[config.mk]
export PLATFORM = sky130hd
export DESIGN_NAME = pipelined_array_multiplier_pipe_reg
export DESIGN_NICKNAME = d
export VERILOG_FILES = /design/src/rtl/pipelined_array_multiplier_pipe_reg.sv
export SDC_FILE = /design/constraint.sdc
export NUM_CORES = 1
export LEC_CHECK = 0
export ABC_AREA = 1
export BUFFER_PORTS_ARGS = -buffer_cell sky130_fd_sc_hd__buf_2
export CAP_MARGIN = 20
export CORE_MARGIN = 2
export CORE_UTILIZATION = 47
export CTS_CLUSTER_SIZE = 8
export DETAILED_ROUTE_END_ITERATION = 10
export PLACE_DENSITY = 0.81
export REMOVE_ABC_BUFFERS = 1
export SYNTH_ARGS = -nofsm -noshare
export SYNTH_HDL_FRONTEND = slang
export SYNTH_SLANG_ARGS = --single-unit
[constraint.sdc]
create_clock -name clk_i -period 2 [get_ports clk_i]
set_input_delay 0.1 -clock clk_i [delete_from_list [all_inputs] [get_ports clk_i]]
set_output_delay 0.1 -clock clk_i [all_outputs]
set_load 0.01 [all_outputs]
[src/rtl/pipelined_array_multiplier_pipe_reg.sv]
`default_nettype none
// ============================================================================
// Module   : pipelined_array_multiplier_pipe_reg
// Purpose  : Inter-stage register for a pipelined array multiplier. It captures
//            a stage's carry, partial product and final result bits, and merges
//            the result bits into the accumulated 2*DATA_WIDTH product word. It
//            forwards operand A unchanged and operand B pre-shifted, so the next
//            stage always consumes B[PRODUCT_PER_STAGE-1:0]. Storage is a
//            2-entry skid buffer: it sustains full throughput and ready_o is
//            registered.
// Ports    : clk_i, rst_i (async, active-high)
//            upstream  : valid_i, ready_o, operand_A_i, operand_B_i,
//                        partial_product_i, carry_i, result_bits_i, product_i
//            downstream: valid_o, ready_i, operand_A_o, operand_B_o,
//                        partial_product_o, carry_o, product_o
//            flush_i   : present only when PIPELINED_MULT_FLUSH_EN is defined
// Options  : `define PIPELINED_MULT_FLUSH_EN adds a synchronous flush_i input
// Revision : 1.0 - initial release
// ============================================================================
module pipelined_array_multiplier_pipe_reg #(
    parameter int DATA_WIDTH        = 8,
    parameter int PRODUCT_PER_STAGE = 4,
    parameter int STAGE_INDEX       = 0
) (
    input  logic                          clk_i,
    input  logic                          rst_i,
`ifdef PIPELINED_MULT_FLUSH_EN
    input  logic                          flush_i,
`endif
    input  logic                          valid_i,
    output logic                          ready_o,
    input  logic [DATA_WIDTH-1:0]         operand_A_i,
    input  logic [DATA_WIDTH-1:0]         operand_B_i,
    input  logic [DATA_WIDTH-2:0]         partial_product_i,
    input  logic                          carry_i,
    input  logic [PRODUCT_PER_STAGE-1:0]  result_bits_i,
    input  logic [2*DATA_WIDTH-1:0]       product_i,
    output logic                          valid_o,
    input  logic                          ready_i,
    output logic [DATA_WIDTH-1:0]         operand_A_o,
    output logic [DATA_WIDTH-1:0]         operand_B_o,
    output logic [DATA_WIDTH-2:0]         partial_product_o,
    output logic                          carry_o,
    output logic [2*DATA_WIDTH-1:0]       product_o
);

    localparam int c_PW   = 2 * DATA_WIDTH;
    localparam int c_LSB  = STAGE_INDEX * PRODUCT_PER_STAGE;
    localparam bit c_LAST = (STAGE_INDEX == (DATA_WIDTH / PRODUCT_PER_STAGE) - 1);

    typedef struct packed {
        logic [DATA_WIDTH-1:0] a;
        logic [DATA_WIDTH-1:0] b;
        logic [DATA_WIDTH-2:0] pp;
        logic                  carry;
        logic [c_PW-1:0]       product;
    } beat_t;

    typedef enum logic [1:0] {
        ST_EMPTY = 2'd0,
        ST_ONE   = 2'd1,
        ST_FULL  = 2'd2
    } state_t;

    state_t          state_q;
    beat_t           main_q;
    beat_t           skid_q;
    beat_t           beat_d;
    logic            valid_q;
    logic            ready_q;
    logic            in_fire;
    logic            out_fire;
    logic [c_PW-1:0] merged_d;

    // Product merge happens on the way in, so both M and S hold final words.
    // The last stage also owns the upper half: its carry and partial product
    // form the top DATA_WIDTH bits of the finished product.
    always_comb begin
        merged_d                           = product_i;
        merged_d[c_LSB +: PRODUCT_PER_STAGE] = result_bits_i;
        if (c_LAST) begin
            merged_d[c_PW-1:DATA_WIDTH] = {carry_i, partial_product_i};
        end
    end

    always_comb begin
        beat_d         = '0;
        beat_d.a       = operand_A_i;
        beat_d.b       = operand_B_i >> PRODUCT_PER_STAGE;
        beat_d.pp      = partial_product_i;
        beat_d.carry   = carry_i;
        beat_d.product = merged_d;
    end

    assign in_fire  = valid_i & ready_q;
    assign out_fire = valid_q & ready_i;

    // Handshake flags are registered alongside the state so ready_o never
    // depends combinationally on ready_i.
    always_ff @(posedge clk_i or posedge rst_i) begin
        if (rst_i) begin
            state_q <= ST_EMPTY;
            main_q  <= '0;
            skid_q  <= '0;
            valid_q <= 1'b0;
            ready_q <= 1'b1;
        end else
`ifdef PIPELINED_MULT_FLUSH_EN
        if (flush_i) begin
            state_q <= ST_EMPTY;
            main_q  <= '0;
            skid_q  <= '0;
            valid_q <= 1'b0;
            ready_q <= 1'b1;
        end else
`endif
        begin
            case (state_q)
                ST_EMPTY: begin
                    if (in_fire) begin
                        main_q  <= beat_d;
                        state_q <= ST_ONE;
                        valid_q <= 1'b1;
                        ready_q <= 1'b1;
                    end
                end
                ST_ONE: begin
                    if (in_fire && out_fire) begin
                        main_q <= beat_d;
                    end else if (in_fire) begin
                        // Downstream stalled: park the new beat in the skid slot.
                        skid_q  <= beat_d;
                        state_q <= ST_FULL;
                        ready_q <= 1'b0;
                    end else if (out_fire) begin
                        state_q <= ST_EMPTY;
                        valid_q <= 1'b0;
                    end
                end
                ST_FULL: begin
                    if (out_fire) begin
                        main_q  <= skid_q;
                        state_q <= ST_ONE;
                        ready_q <= 1'b1;
                    end
                end
                default: begin
                    state_q <= ST_EMPTY;
                    valid_q <= 1'b0;
                    ready_q <= 1'b1;
                end
            endcase
        end
    end

    assign ready_o           = ready_q;
    assign valid_o           = valid_q;
    assign operand_A_o       = main_q.a;
    assign operand_B_o       = main_q.b;
    assign partial_product_o = main_q.pp;
    assign carry_o           = main_q.carry;
    assign product_o         = main_q.product;

endmodule
`default_nettype wire

[Word-level counts from Yosys, hierarchy flattened]
Cells that the tools add are included.
Storage, ports and cells
  flip-flop bits (word level): 80
  bits of input ports: 48
  output and inout port bits: 42
  logic and storage cells: 54
Cells by class
  equal/unequal tests: 10
  multiplexer cells: 19
  bitwise operators: 4
  reduce and logical (&&, ||, !) cells: 8
Operators with widths (number)
  $mux 40: 3
  $pmux 40 s3: 1
  $ne 2x2->1 const B: 7
  $reduce_and 4->1: 3
  $mux 2: 5
  $mux 1: 7
  $pmux 1 s3: 2
  $pmux 2 s3: 1
  $reduce_and 5->1: 1
  $ne 3x3->1 const B: 1
  $reduce_and 3->1: 1
  $reduce_bool 3->1: 1
  $and 1x1->1: 2
  $eq 2x1->1 const B: 1
  $eq 2x2->1 const B: 1
  $logic_not 2->1: 1
  $not 1->1: 2
  $logic_and 1x1->1: 1

[Logic depth before layout (Yosys ltp)]
Gate-level depths: netlist of the first run.
  depth in word-level cells: 5
  gate-level depth with buffers: 9
  gate-level depth less buffers: 7

[Worst setup path before layout of the first run]
OpenSTA, ideal clock, no wires.
  kind: register to register
  start: register ready_q, in the netlist ready_o
  end: register skid_q[0] (netlist name)
  library setup time: 0.133 ns
  data arrival time: 1.289 ns
  data required time: 1.867 ns
  path slack: 0.578 ns
  stages on the path, launching flop included: 7
  buffers on the path: 1
  period minus slack after synthesis: 1.422 ns
  cell sequence: dfstp_2 nand2_1 inv_1 nand3_2 clkbuf_1 nor2_1 a21oi_1
Between the ends
  word-level cells in the longest chain between the ends: 4
RTL lines
  start: declaration: line 70  | logic ready_q;
  start signal: assignment: line 106  | ready_q <= 1'b1;
  start signal: assignment: line 124  | ready_q <= 1'b1;
  start signal: assignment: line 134  | ready_q <= 1'b0;
  $and 1x1->1 *: line 95  | assign in_fire = valid_i & ready_q;
  $logic_and 1x1->1: line 128  | if (in_fire && out_fire) begin
  $not 1->1 (no source line)
  $reduce_and 3->1 (no source line) *
  end signal: assignment: line 132  | skid_q <= beat_d;
  end: declaration: line 67  | beat_t skid_q;
Every way passes the cells marked *; elsewhere a longest branch is shown, timed or not.
A chain may end at the register's enable or synchronous reset.

[Worst setup path in the final report of the first run]
Ends and elaborated chain as after synthesis.

==> reports/qor.yml, run 1 <==
syn_to_final_growth_pct: 20.7
start_util_pct: 49.2
slew_violations: 0
synth_top_area_cell: "dfrtp_1"
worst_slew_pin_slew_ps: 646
yosys_warnings: 0
syn_inst: 410
synth-seq-cells: 76
grt_max_degree: 74
grt_pass1_wl_mm: 11.5
cts.path.max_buffers: 2
place_area_mm2: 0.00382
h-tree-depth: 3
rows: 30
wirelength_mm: 6.78
drt_iter0_markers: 133
final-hold-violation-count: 0
setup.worst_path.start_class: "flop"
p_int_mw: 4.13
clockPowerShare_pct: 23.7
final-setup-viol-count: 0
crit_family: "flip-flops"
power_frac_comb_pct: 36.0
nets: 531
slowest_delay_ps: 540
vias: 2800
port_buffers: 77
cp_slowest_cell: "dfstp_2"
diodes: 0
dr.pass1.iters: 4
wl_per_cell_um: 11.6
pwr-share-seq_pct: 40.3
grt_overflow: 0
drive_gt1_share_pct: 24.0
critPathBufInv: 2
p_per_area_mw_per_mm2: 1580
maxCapViolations: 0
fmax_mhz: 614
cts.reportedPaths.clkPinSlew_ps: 80
final_common_cell: "nand2_1"
worstSetupPathType: "reg2reg"
cts_setup_buffers: 0
path_cells: "nand2_1 -> inv_1 -> nand3_2 -> buf_4 -> nor2_1 -> a21oi_1"
routabilityCongestion: 0.726
yosysSeqAreaShare_pct: 56.0
worstPathMaxFanout: 73
crit_path_end_kind: "flop"
rsz0062_at_grt: "no"
irDropWorstVdd_uv: 690
ys_types: 19
grt_pass1_vias: 2715
pin_count: 90
ant_nets: 0
min_period_ps: 1630
stdcell_count: 584
antenna_found_initial: 0
synth.avg_cell_area_um2: 8.28
core_mm2: 0.00691
status: "finished clean"
grt.total_usage_pct: 18.7
ff2ff_setup_slack_ps: 370
clockRootBuffer: "clkbuf_8"
clock_skew_ps: 8.61
dieArea_mm2: 0.00792
layout_common_cells: "141 x nand2_1, 77 x buf_2, 75 x dfrtp_1"
synth_top_area_share_pct: 55.3
hold_class: "in2reg"
switching_share_pct: 36.2
required_ps: 2190
die_w_um: 89
vias_per_cell: 4.79
clock-sinks: 76
n_fill_cell: 640
dp_hpwl_mm: 4.56
maxSlewHeadroom_pct: 56.9
cellLeakagePower_nw: 2.30
cts_tree: "yes"
final_cell_area_mm2: 0.00410
synth.area.top_cells: "dfrtp_1 55%, nand2_1 16%, o21ai_0 8.7%"
fp.dieH_um: 89
syn-cell-area_mm2: 0.00340
drc_errors: 0
place_inst: 567
power_switching_mw: 2.34
numCtsBuffers: 9
worstSkewPairLatency_ps: 330
worstPathArrival_ps: 1820
post-route-period-util_pct: 81.4
[synth_stat cells]
cell type	instances
nand4_1	1
buf_4	6
inv_2	2
nand3_1	3
conb_1	1
o21ai_1	10
buf_2	2
o21ai_0	59
nand3_2	1
nor2_1	19
nand2_1	143
o21ai_2	11
clkbuf_1	13
nor2_2	1
dfrtp_1	75
a21oi_1	16
buf_6	5
inv_1	41
dfstp_2	1
[power by group through the flow]
stage | Clock, mW | Combinational [mW] | Sequential, mW
after global routing | 1.64 | 2.70 | 2.69
after global placement | 0 | 2.25 | 2.60
final | 1.53 | 2.33 | 2.60
after floorplan | 0 | 1.38 | 2.77
after CTS | 1.57 | 2.37 | 2.61
after detailed placement | 0 | 2.36 | 2.63
[cell families (layout without fill, tap and decap cells)]
group / after synthesis / in the layout / share of synthesized area [%]
other: 1 / 4 / 0.110
and+or+nand+nor: 168 / 168 / 19.0
DFF: 76 / 76 / 56.0
buffers and inverters: 69 / 144 / 9.47
AOI/OAI and AO/OA: 96 / 96 / 15.4
[layout make-up]
cell class | count | area [µm²] | share of cell area (%)
tap | 96 | 120 | 2.93
clock buffer | 12 | 145 | 3.54
multi-input combinational | 268 | 1190 | 29.0
sequential | 76 | 1900 | 46.4
clock inverter | 4 | 120 | 2.93
timing repair buffer | 85 | 460 | 11.2
inverter | 43 | 163 | 3.97
[path summary, 6_finish.rpt]
check / depth (start not counted) / from / end
max in group asynchronous: 4 / rst_i / skid_q[0]
min: 3 / operand_A_i[2] / skid_q[34]
max reg2reg: 6 / ready_o / skid_q[0]
min in group asynchronous: 3 / rst_i / product_o[9]
min reg2reg: 2 / operand_A_o[3] / operand_A_o[3]
max: 6 / ready_o / skid_q[0]
[per-layer routing]
layer | global-route usage (%) | wire (µm) | vias up
met5 | 0 | 0 | -
met2 | 33.6 | 3390 | 71
li1 | - | - | 1414
met3 | 4.06 | 342 | 7
met4 | 7.33 | 70 | 0
met1 | 21.8 | 2990 | 1308
[tightest hold or removal path: stages]
cell and delay (ps):
buf_2 90, nor2_1 40, a21oi_1 100
[sequential cells by signal, indices dropped and copies added, names as in the netlist]
name,flops
skid_q,36
product_o,16
operand_A_o,8
partial_product_o,7
operand_B_o,4
state_q,2
carry_o,1
ready_o,1
valid_o,1
[per-stage QoR]
stage          worst slack (ps)  utilization, %  hold WS (ps)  setup TNS (ps)  power [mW]
2_1_floorplan             -1230               -           259          -41390        4.14
3_3_place_gp                450            55.4           107               0        4.85
6_report                    371            59.3          34.3               0        6.46
5_1_grt                     206            59.3          21.3               0        7.04
4_1_cts                     370            59.3          17.7               0        6.55
3_5_place_dp                385            55.4           122               0        4.99
[what timing repair did]
action,CTS,global route
setup endpoints to repair,0,0
resized for setup,0,0
hold buffers,1,0
endpoints found under the hold margin,20,0
(Power assumes the default switching activity.)
==> inputs of run 2 (changes only) <==
--- a/config.mk
+++ b/config.mk
@@ -5,7 +5,7 @@
 export SDC_FILE = /design/constraint.sdc
 export NUM_CORES = 1
 export LEC_CHECK = 0
-export ABC_AREA = 1
+export ABC_AREA = 0
 export BUFFER_PORTS_ARGS = -buffer_cell sky130_fd_sc_hd__buf_2
 export CAP_MARGIN = 20
 export CORE_MARGIN = 2
==> constraint.sdc (replaced) <==
create_clock -name clk_i -period 1.4 [get_ports clk_i]
set_input_delay 0.07 -clock clk_i [delete_from_list [all_inputs] [get_ports clk_i]]
set_output_delay 0.07 -clock clk_i [all_outputs]
set_load 0.01 [all_outputs]
==> reports/qor.yml, run 2 <==
busiest_layer: "met2"
drive_gt1_share_pct: 63.2  # +39 points
fmax_mhz: 591  # -3.8%
die_w_um: 89.1  # +0.14%
grt.met1_usage_pct: 24.2  # +2.5 points
synthSimpleGateAreaFrac_pct: 1.80  # -17 points
vias: 2247  # -20%
post-route-period-util_pct: 121  # +40 points
ff_latch_area_mm2: 0.00190  # unchanged
min_period_ps: 1690  # +64.6 ps
crit_path_end_kind: "flop"
worstSetupPathType: "reg2reg"
rows: 31  # +3.3%
synth_ff_type: "dfrtp_1"
irDropWorstVdd_uv: 904  # +31%
maxCapViolations: 0  # unchanged
cts.path.max_buffers: 2  # unchanged
clockRootBuffer: "clkbuf_8"
synth_fa_ha_area_share_pct: 0  # unchanged
synthTopCellsByCount: "107 x mux2_2, 75 x dfrtp_1, 7 x buf_6"
worstSkewPairLatency_ps: 350  # +20 ps
synth_most_common_cell: "mux2_2"
wl_per_cell_um: 16.1  # +39%
hold_class: "in2reg"
pin_count: 90  # unchanged
ant_nets: 0  # unchanged
dr.pass1.iters: 4  # unchanged
use_met3_pct: 5.26  # +1.2 points
wirelength_mm: 7.37  # +8.7%
totalPowerFinal_mw: 6.97  # +7.8%
grt_pass1_vias: 2304  # -15%
ys_types: 26  # +7
setup.worst_path.start_class: "flop"
violations: "negative setup slack"
cellLeakagePower_nw: 2.41  # +4.4%
h-tree-depth: 3  # unchanged
dp_hpwl_mm: 4.22  # -7.5%
required_ps: 1630  # -560 ps
n_fill_cell: 557  # -13%
synthMuxAreaShare_pct: 35.7  # +36 points
synth_xor_area_share_pct: 0  # unchanged
final-setup-viol-count: 73  # +73
synth_top_area_share_pct: 55.1  # -0.16 points
layout_common_cells: "81 x mux2_2, 77 x buf_2, 75 x dfrtp_1"
clock_skew_ps: 9.67  # +1.05 ps
largest_reg_flops: 36  # unchanged
core_mm2: 0.00714  # +3.3%
synth-seq-cells: 76  # unchanged
pre_cts_ws_ps: -259  # -644 ps
final_common_cell: "mux2_2"
grt_pass1_wl_mm: 11.1  # -4.0%
grt_max_degree: 77  # +4.1%
synth.avg_cell_area_um2: 15.5  # +87%
synth_top_area_cell: "dfrtp_1"
syn_inst: 220  # -46%
syn-cell-area_mm2: 0.00341  # +0.29%
status: "complete, but fails checks"
p_per_area_mw_per_mm2: 1430  # -9.1%
synth_edf_count: 0  # unchanged
cts_tree: "yes"
dieArea_mm2: 0.00794  # +0.28%
slew_violations: 0  # unchanged
synth-compound-area-share_pct: 2.35  # -13 points
port_buffers: 77  # unchanged
gr-usage-met2_pct: 29.4  # -4.2 points
grt.total_usage_pct: 18.6  # -0.14 points
diodes: 0  # unchanged
cts.reportedPaths.clkPinSlew_ps: 70  # about the same
yosysSeqAreaShare_pct: 55.9  # -0.16 points
final-hold-violation-count: 0  # unchanged
synth.area.top_cells: "dfrtp_1 55%, mux2_2 35%, buf_6 2.3%"
grt_overflow: 0  # unchanged
drc_errors: 0  # unchanged
async_flop_share_pct: 100  # unchanged
drt_iter0_markers: 53  # -60%
clock-sinks: 76  # unchanged
regMostFlops: "skid_q"
yosys_warnings: 0  # unchanged
nets: 403  # -24%
worstPathMaxFanout: 9  # -88%
syn_to_final_growth_pct: 42.7
routabilityCongestion: 0.776  # +7.0%
timing.final.ws_setup_ps: -293  # -665 ps
vias_per_cell: 4.91  # +2.3%
numCtsBuffers: 9  # unchanged
start_util_pct: 47.7  # -1.4 points
fp.dieH_um: 89.1  # +0.14%
synth_top_family_by_area: "multiplexers"
antenna_found_initial: 0  # unchanged
rsz0062_at_grt: "yes"
multiInputGateArea_mm2: 0.00150  # +26%
worstPathArrival_ps: 1930  # +110 ps
run 2: cell types whose count changed in the layout (fill, tap and decap cells not counted), moves of 16 or more:
cell	change
o21ai_0	-57
inv_1	-39
a21oi_1	-16
dlygate4sd3_1	+36
nor2_1	-18
nand2_1	-140
mux2_4	+27
mux2_2	+81
run 2: power breakdown:
group	internal, mW	switching [mW]	leakage, nW
Clock	0.963	0.743	0.103
Sequential	2.95	0.402	0.986
Combinational	1.19	0.722	1.32
run 2: cell families after synthesis:
logic type,count (synthesis)
buf+inv,17
simple gates,9
other cells,1
mux,108
compound gates,9
flops,76
run 2: timing repair:
| item | 4_1_cts | 5_1_grt |
|---|---|---|
| resized for setup | 9 | 24 |
| endpoints found under the hold margin | 111 | 0 |
| pin swaps | 0 | 1 |
| endpoints found under the setup margin | 72 | 74 |
| hold buffers | 37 | 0 |
| buffers inserted | 0 | 4 |
| cloned | 2 | 3 |
run 2: worst max-delay path, stage by stage, from the launching register on:
cell and delay [ps]:
dfstp_2 540, nand4_1 160, o211ai_4 240, buf_12 150
clkbuf_16 160, mux2_2 330
run 2: metal layers:
layer	vias to the layer above	wire (µm)
met5	-	0
met1	1117	3370
met2	64	3490
met4	0	127
met3	10	380
li1	1056	-
run 2: per-stage QoR:
| stage | hold slack [ps] | TNS, ps | instance area, µm² | cells | utilization (%) |
|---|---|---|---|---|---|
| 2_1_floorplan | 221 | -80570 | 3280 | 208 | - |
| 3_3_place_gp | 192 | -11270 | 3990 | 397 | 55.9 |
| 3_5_place_dp | 194 | -13730 | 3990 | 397 | 55.9 |
| 4_1_cts | 82.6 | -15650 | 4660 | 451 | 65.3 |
| 5_1_grt | 102 | -20750 | 4860 | 458 | 68.1 |
| 6_report | 111 | -16760 | 4860 | 458 | 68.1 |
run 2: cell type report:
type | count | share of cell area, %
well taps | 99 | 2.55
flip-flops and latches | 76 | 39.2
clock buffers | 14 | 3.55
inverters | 2 | 0.155
repair buffers | 136 | 23.2
clock inverters | 1 | 0.618
multi-input cells | 130 | 30.8
run 2: worst paths after layout:
kind                          startpoint            end  slack (ps)  cells past startpoint
max                              ready_o  product_o[14]        -290                      5
min                              ready_i        valid_o         110                      3
max reg2reg                      ready_o  product_o[14]        -290                      5
min reg2reg                product_o[10]  product_o[10]         500                      1
max in group asynchronous          rst_i        ready_o         730                      4
min in group asynchronous          rst_i        carry_o         340                      4
==> inputs of run 3 (changes only) <==
--- a/config.mk
+++ b/config.mk
@@ -13,6 +13,7 @@
 export CTS_CLUSTER_SIZE = 8
 export DETAILED_ROUTE_END_ITERATION = 10
 export PLACE_DENSITY = 0.81
+export RECOVER_POWER = 50
 export REMOVE_ABC_BUFFERS = 1
 export SYNTH_ARGS = -nofsm -noshare
 export SYNTH_HDL_FRONTEND = slang
==> reports/qor.yml, run 3 (same netlist as run 2, synthesis figures left out) <==
slew_violations: 0  # unchanged
clockRootBuffer: "clkbuf_8"
layout_common_cells: "81 x mux2_2, 76 x buf_2, 75 x dfrtp_1"
grt_pass1_vias: 2304  # unchanged
vias: 2243  # -0.18%
rsz0062_at_grt: "yes"
top_layer_used: "met4"
maxSlewHeadroom_pct: 37.4
p_per_area_mw_per_mm2: 1440  # +0.18%
cts.path.max_buffers: 2  # unchanged
vias_per_cell: 4.90  # -0.18%
dieArea_mm2: 0.00794  # unchanged
grt_overflow: 0  # unchanged
drc_errors: 0  # unchanged
wl_per_cell_um: 16.1  # -0.22%
fmax_mhz: 590  # about the same
fin_hold_ws_ps: 108  # -2.09 ps
status: "complete, but fails checks"
diodes: 0  # unchanged
ff_latch_area_mm2: 0.00190  # unchanged
dr.pass1.iters: 4  # unchanged
regMostFlops: "skid_q"
clockPowerShare_pct: 24.5  # about the same
final_cell_area_mm2: 0.00484  # -0.28%
clock-sinks: 76  # unchanged
cts_tree: "yes"
h-tree-depth: 3  # unchanged
worstSetupPathType: "reg2reg"
worstPathArrival_ps: 1930  # about the same
drt_iter0_markers: 54  # +1.9%
n_fill_cell: 559  # +0.36%
antenna_found_initial: 0  # unchanged
required_ps: 1630  # about the same
cellLeakagePower_nw: 2.40  # -0.42%
numCtsBuffers: 9  # unchanged
core_mm2: 0.00714  # unchanged
routed-wl-met3_um: 361  # -5.0%
port_buffers: 77  # unchanged
worst_slew_pin_slew_ps: 940
crit_path_end_kind: "flop"
wirelength_met1_mm: 3.36  # -0.47%
grt.total_usage_pct: 18.6  # unchanged
setup.worst_path.start_class: "flop"
routabilityCongestion: 0.776  # unchanged
final-setup-viol-count: 73  # unchanged
min_period_ps: 1690  # +0.323 ps
final_common_cell: "mux2_2"
hold_class: "in2reg"
postLayoutCoreUtil_pct: 67.9  # -0.19 points
violations: "negative setup slack"
switching_share_pct: 26.8  # about the same
place_inst: 397  # unchanged
nets: 403  # unchanged
power_frac_comb_pct: 27.3  # about the same
power_switching_mw: 1.86  # -0.12%
p_int_mw: 5.10  # about the same
cts.reportedPaths.clkPinSlew_ps: 70  # about the same
maxCapViolations: 0  # unchanged
pwr-share-seq_pct: 48.2  # about the same
syn_to_final_growth_pct: 42.2
largest_reg_flops: 36  # unchanged
worstSkewPairLatency_ps: 350  # about the same
worstPathMaxFanout: 9  # unchanged
timing.final.ws_setup_ps: -294  # -0.323 ps
pin_count: 90  # unchanged
drive_gt1_share_pct: 62.7  # -0.56 points
post-route-period-util_pct: 121  # about the same
grt_pass1_wl_mm: 11.1  # unchanged
dp_hpwl_mm: 4.22  # unchanged
tns_ps: -16790  # -34.9 ps
fp.dieH_um: 89.1  # unchanged
wirelength_mm: 7.36  # -0.22%
met2_length_mm: 3.51  # +0.60%
final-hold-violation-count: 0  # unchanged
place_area_mm2: 0.00399  # unchanged
stdcell_count: 458  # unchanged
grt_max_degree: 77  # unchanged
clock_skew_ps: 8.65  # -1.02 ps
multiInputGateArea_mm2: 0.00150  # unchanged
die_w_um: 89.1  # unchanged
irDropWorstVdd_uv: 904  # about the same
ant_nets: 0  # unchanged
rows: 31  # unchanged
start_util_pct: 47.7  # unchanged
-- run 3: changes by cell type in the layout (fill, tap and decap cells not counted) --
cell / previous run / this run
buf_12: 9 / 8
buf_2: 77 / 76
buf_4: 8 / 9
clkbuf_1: 2 / 3
clkinv_1: 0 / 1
inv_2: 1 / 0
-- run 3: power by group through the flow --
| stage | combinational (mW) | clock (mW) | sequential (mW) |
|---|---|---|---|
| after global routing | 2.06 | 1.85 | 3.45 |
| final | 1.90 | 1.70 | 3.35 |
| after global placement | 1.57 | 0 | 3.33 |
| after CTS | 1.77 | 1.75 | 3.34 |
| after detailed placement | 1.64 | 0 | 3.36 |
| after floorplan | 0.721 | 0 | 3.53 |
-- run 3: area by class of cell --
class,instances,share of cell area (%)
clock buffers,14,3.56
clock inverters,1,0.620
inverters,2,0.155
multi-input cells,130,30.9
flip-flops and latches,76,39.3
well taps,99,2.56
repair buffers,136,23.0
-- run 3: worst max-delay path: stages, from the launching register on --
cell and delay, ps:
dfstp_2 540, nand4_1 160, o211ai_4 240, buf_12 150, clkbuf_16 160, mux2_2 330
-- run 3: repair_timing --
action / 4_1_cts / 5_1_grt
cloned: 2 / 3
setup buffers: 0 / 4
gates resized for setup: 9 / 24
hold buffers: 37 / 0
endpoints found under the hold margin: 111 / 0
pin swaps: 0 / 1
setup endpoints to repair: 72 / 74
-- run 3: metrics by stage --
stage	power (mW)	worst slack (ps)
after global placement	4.90	-190
after CTS	6.85	-276
after detailed placement	5.00	-259
final	6.96	-294
after floorplan	4.25	-744
after global routing	7.36	-342
-- run 3: routing by layer --
layer	GRT usage (%)	vias up
li1	-	1057
met1	24.2	1115
met2	29.4	61
met3	5.26	10
met4	7.33	0
met5	0	-
-- run 3: worst paths after layout --
check | from | to | slack (ps) | depth (start not counted)
setup / recovery | ready_o | product_o[14] | -290 | 5
hold / removal | ready_i | valid_o | 110 | 3
setup reg to reg | ready_o | product_o[14] | -290 | 5
hold reg to reg | product_o[10] | product_o[10] | 500 | 1
max in group asynchronous | rst_i | skid_q[22] | 270 | 4
min in group asynchronous | rst_i | carry_o | 530 | 4
